$ cat src/rtl/tdc_stop_line_ctrl.sv
// tdc_stop_line_ctrl: measurement sequencer for the CARRY4 stop delay line.
// Gates the line trigger, double-registers the tap vector, counts coarse clk
// cycles from arm to hit and popcount-encodes the sampled code into a fine
// value. The result is handed off over valid/ready. The line is then flushed
// back to all-zero before a new arm is accepted.
module tdc_stop_line_ctrl #(
    parameter int  NTAPS        = 180,
    parameter int  COARSE_W     = 16,
    parameter int  TIMEOUT      = 1000,
    parameter int  FLUSH_CYCLES = 4,
    localparam int FINE_W       = $clog2(NTAPS + 1)
) (
    input  logic                clk,
    input  logic                rst,
    input  logic                arm_i,
    input  logic [NTAPS-1:0]    taps_i,
    output logic                dl_en_o,
    output logic                busy_o,
    output logic                valid_o,
    input  logic                ready_i,
    output logic [COARSE_W-1:0] coarse_o,
    output logic [FINE_W-1:0]   fine_o,
    output logic                timeout_o
);

    localparam int LO_W    = NTAPS / 2;
    localparam int FLUSH_W = (FLUSH_CYCLES < 1) ? 1 : $clog2(FLUSH_CYCLES + 1);
    localparam logic [COARSE_W-1:0] COUNT_LAST = COARSE_W'(TIMEOUT - 1);
    localparam logic [FLUSH_W-1:0]  FLUSH_MIN  = FLUSH_W'(FLUSH_CYCLES);

    typedef enum logic [2:0] {
        IDLE,
        ARMED,
        ENC1,
        ENC2,
        HOLD,
        FLUSH
    } state_t;

    state_t state, state_next;

    logic [NTAPS-1:0]    s1, s2, code_q;
    logic                hit;
    logic [COARSE_W-1:0] count_q, coarse_cap;
    logic                timeout_cap;
    logic [FINE_W-1:0]   pop_lo, pop_hi, sum_lo, sum_hi;
    logic [FLUSH_W-1:0]  flush_cnt;
    logic                dl_en_q;

    assign hit     = |s2;
    assign dl_en_o = dl_en_q;

    // State register; the trigger gate is registered from the next state so it never glitches
    always_ff @(posedge clk) begin
        if (rst) begin
            state   <= IDLE;
            dl_en_q <= 1'b0;
        end else begin
            state   <= state_next;
            dl_en_q <= (state_next == ARMED);
        end
    end

    // Next-state decode plus the status outputs that follow directly from the state
    always_comb begin
        state_next = state;
        busy_o     = (state != IDLE);
        valid_o    = (state == HOLD);
        case (state)
            IDLE:    if (arm_i) state_next = ARMED;
            ARMED:   if (hit || (count_q == COUNT_LAST)) state_next = ENC1;
            ENC1:    state_next = ENC2;
            ENC2:    state_next = HOLD;
            HOLD:    if (ready_i) state_next = FLUSH;
            FLUSH:   if ((flush_cnt >= FLUSH_MIN) && !hit) state_next = IDLE;
            default: state_next = IDLE;
        endcase
    end

    // Half-width popcounts of the captured code; bubbles simply count as fewer ones
    always_comb begin
        sum_lo = '0;
        sum_hi = '0;
        for (int i = 0; i < LO_W; i++) begin
            sum_lo = sum_lo + FINE_W'(code_q[i]);
        end
        for (int i = LO_W; i < NTAPS; i++) begin
            sum_hi = sum_hi + FINE_W'(code_q[i]);
        end
    end

    // Tap synchroniser, coarse/flush counters, capture and result registers
    always_ff @(posedge clk) begin
        if (rst) begin
            s1          <= '0;
            s2          <= '0;
            code_q      <= '0;
            count_q     <= '0;
            coarse_cap  <= '0;
            timeout_cap <= 1'b0;
            pop_lo      <= '0;
            pop_hi      <= '0;
            flush_cnt   <= '0;
            coarse_o    <= '0;
            fine_o      <= '0;
            timeout_o   <= 1'b0;
        end else begin
            s1 <= taps_i;
            s2 <= s1;
            case (state)
                IDLE: begin
                    if (arm_i) count_q <= '0;
                end
                ARMED: begin
                    if (hit) begin
                        code_q      <= s2;
                        coarse_cap  <= count_q;
                        timeout_cap <= 1'b0;
                    end else if (count_q == COUNT_LAST) begin
                        code_q      <= '0;
                        coarse_cap  <= count_q;
                        timeout_cap <= 1'b1;
                    end else begin
                        count_q <= count_q + COARSE_W'(1);
                    end
                end
                ENC1: begin
                    pop_lo <= sum_lo;
                    pop_hi <= sum_hi;
                end
                ENC2: begin
                    coarse_o  <= coarse_cap;
                    fine_o    <= pop_lo + pop_hi;
                    timeout_o <= timeout_cap;
                end
                HOLD: begin
                    if (ready_i) flush_cnt <= '0;
                end
                FLUSH: begin
                    if (flush_cnt < FLUSH_MIN) flush_cnt <= flush_cnt + FLUSH_W'(1);
                end
                default: begin
                end
            endcase
        end
    end

endmodule
$ cat config.mk
export PLATFORM = sky130hd
export DESIGN_NAME = tdc_stop_line_ctrl
export DESIGN_NICKNAME = d
export VERILOG_FILES = /design/src/rtl/tdc_stop_line_ctrl.sv
export SDC_FILE = /design/constraint.sdc
export NUM_CORES = 1
export LEC_CHECK = 0
export CAP_MARGIN = 20
export CORE_MARGIN = 1
export CORE_UTILIZATION = 58
export CTS_CLUSTER_SIZE = 14
export DETAILED_ROUTE_END_ITERATION = 12
export GPL_TIMING_DRIVEN = 0
export PLACE_DENSITY = 0.8
export SLEW_MARGIN = 20
export SYNTH_ARGS = -nofsm -noshare
export SYNTH_HDL_FRONTEND = slang
export SYNTH_SLANG_ARGS = --single-unit
$ cat constraint.sdc
create_clock -name clk -period 9.2 [get_ports clk]
set_clock_uncertainty 0.2 [all_clocks]
set_input_delay 2.76 -clock clk [delete_from_list [all_inputs] [get_ports clk]]
set_output_delay 2.76 -clock clk [all_outputs]
set_load 0.05 [all_outputs]
==> impl_metrics.toml <==
[outcome]
status = "complete, no violations"

[setup_path]
path_cells = "fa_1 -> inv_1 -> fa_1 -> inv_1 -> fa_1 -> inv_1 -> fa_1 -> inv_1 -> fa_1 -> fa_1 -> fa_1 -> inv_1 -> fa_1 -> fa_1 -> inv_1 -> ha_1 -> fa_1 -> a21o_1 -> a21oi_1 -> o21bai_1 -> a21oi_1 -> xnor2_1 -> nand2_1 -> a21oi_1"
cpPeakStageDelay_ps = 560
arrival_ps = 7450
critPathRequiredTime_ps = 9540
critPathCaptureType = "flop"
crit_path_frequent_cell = "fa_1"
crit_type = "flop to flop"
cp_slowest_cell = "fa_1"
crit_fanout = 2
crit_path_start_kind = "flop"

[drt]
routedWlPerCell_um = 16.8
drc = 0
ant_nets = 0
routed_wl_um = 56200
dr_total_vias = 17500
drt_first_pass_iters = 5
viasPerCell = 5.22
drtIter0Drc = 1110

[clock_network]
cts_buffers = 58
hold_buffers = 0
post_cts_buffers = 0
cts_tree = "built"
cts_resized = 0
cts.sinks = 621
path_clk_slew_ps = 60
cts-root-buf = "clkbuf_16"
htree_levels = 2
cts.path.max_buffers = 3
clk_latency_ps = 620

[sta]
relSlewSlack_pct = 29.2
hold_viol = 0
max_freq_ghz = 0.141
tightest_slew_ps = 1060
setup_viol = 0
period_needed_ps = 7110
rsz0062_at_grt = "false"
fin_crit_sh_pct = 77.3
slew_violations = 0
fin_tns_setup_ps = 0
timing.final.ws_setup_ps = 2090

[run]
cap_violations = 0

[die]
die_y_um = 208
fp-row-count = 75
top_level_ports = 212
dieWidth_um = 208
coreArea_um2 = 41900
die_area_um2 = 43200
start_util_pct = 58.7

[place]
dp_hpwl_um = 42300
dpl_cell_area_um2 = 27300
place.gp.congestion = 0.887
portBuffers = 210
dp_slack_ps = 2110
dpl.cell_count = 3242

[yosys]
synthMuxAreaShare_pct = 0.896
synth_top_family_by_area = "simple AND/OR/NAND/NOR gates"
yosys.area_share.simple_pct = 20.6
synth_compound_area_share_pct = 6.15
synthArstFlopShare_pct = 0
synth_nets = 2882
synthAdderAreaFrac_pct = 15.2
synth-edff-count = 0
ys_seq_area_share_pct = 50.6
synthXorXnorAreaFrac_pct = 0.570
postSynthCellCount = 2493
synth_flop_cell = "dfxtp_1"
synth-seq-cells = 621
synth_area_um2 = 24600
ys_types = 44
syn_area_per_cell_um2 = 9.86
ys_warn_count = 0

[grt]
grt_pass1_wl_um = 89900
overflow = 0
grt_pass1_vias = 17900
grt_max_degree = 16
antenna_found_initial = 0
grtUsageTotal_pct = 26.3

[worst_hold_path]
hp-class = "flop to flop"

[cells_and_area]
layout_commonest_cell = "dfxtp_1"
fill_cells = 3149
syn_to_final_growth_pct = 19.1
final_cell_mix = "dfxtp_1 (621), nor2b_1 (367), nand2_1 (274)"
layout-drive-gt1-share_pct = 4.20
num_antenna_cells = 0
final_core_util_pct = 69.9
fin_cells = 3347
nNetsFinal = 3152
postLayoutCellArea_um2 = 29300

[power]
ir_drop_mv = 0.135
power.leakage_nw = 11.7
power_density_nw_per_um2 = 204
==> through the flow <==
step	power [mW]	hold slack [ps]
after CTS	5.99	234
after floorplan	3.36	214
after detailed placement	3.62	220
after global routing	6.20	248
after global placement	3.59	224
final	5.96	231
==> routing by layer <==
metal / GRT usage (%) / share of wire, % / vias to the layer above
li1: - / - / 8481
met1: 35.6 / 44 / 8316
met2: 42.8 / 46 / 557
met3: 4.72 / 6.5 / 107
met4: 8.97 / 3.1 / 0
met5: 0 / 0 / -
==> registers in the layout, summed over array words and instances, names as in the netlist, 8 cells and up <==
register and count:
s2 180, code_q 180, pop_lo 8, fine_o 8, coarse_cap 16, count_q 16
coarse_o 16, pop_hi 8, s1 180
==> worst max-delay path, delay by kind of cell, from the launching register on <==
kind	cells	cell delay [ps]
compound gates	5	840
xor+xnor	1	150
fa+ha+maj	11	5080
buf+inv	6	360
flops	1	340
simple gates	1	70
==> worst paths after layout <==
path	slack [ps]	cells past startpoint	to	from
min reg2reg	230	1	s2[177]	s1[177]
max	2090	24	pop_lo[6]	code_q[71]
min	230	1	s2[177]	s1[177]
max reg2reg	2090	24	pop_lo[6]	code_q[71]
==> cells by family after synthesis <==
logic type      Yosys count
flops                   621
xor+xnor                 16
buf+inv                 377
mux                      22
fa+ha+maj               205
compound gates          284
simple gates            968
==> synthesized netlist by cell type, types with 7 or more instances <==
cell      instances  area share, %
nand3_1         188            3.8
inv_1           234            3.6
nor2_1           34           0.52
fa_1            157             13
a21o_1            7           0.21
dfxtp_1         621             51
or3_1            11           0.28
nor4_1           47            1.2
nand2_1         274            4.2
nand4_1          14           0.36
nor3_1            8           0.16
nor2b_1         367            9.3
o21ai_0          11           0.22
clkbuf_1        118            1.8
o21bai_1          7           0.21
xnor2_1          13           0.46
a21oi_1         240            4.9
ha_1             48            2.4
mux2i_1          22           0.90
buf_2            22           0.45
==> power breakdown <==
group | switching [mW] | total [mW] | internal [mW]
clock network | 1.01 | 2.40 | 1.39
logic | 0.407 | 0.721 | 0.314
registers | 0.0524 | 2.84 | 2.79
total | 1.47 | 5.96 | 4.50
==> cell type report <==
class	count	area [um2]	share of cell area, %
tap	539	674	2.30
buffer	142	569	1.95
clock buffer	83	1620	5.52
timing repair buffer	210	2100	7.18
clock inverter	22	300	1.03
inverter	235	882	3.01
multi-input combinational	1495	10700	36.5
sequential	621	12400	42.5
Power figures use the tool's default switching activity.
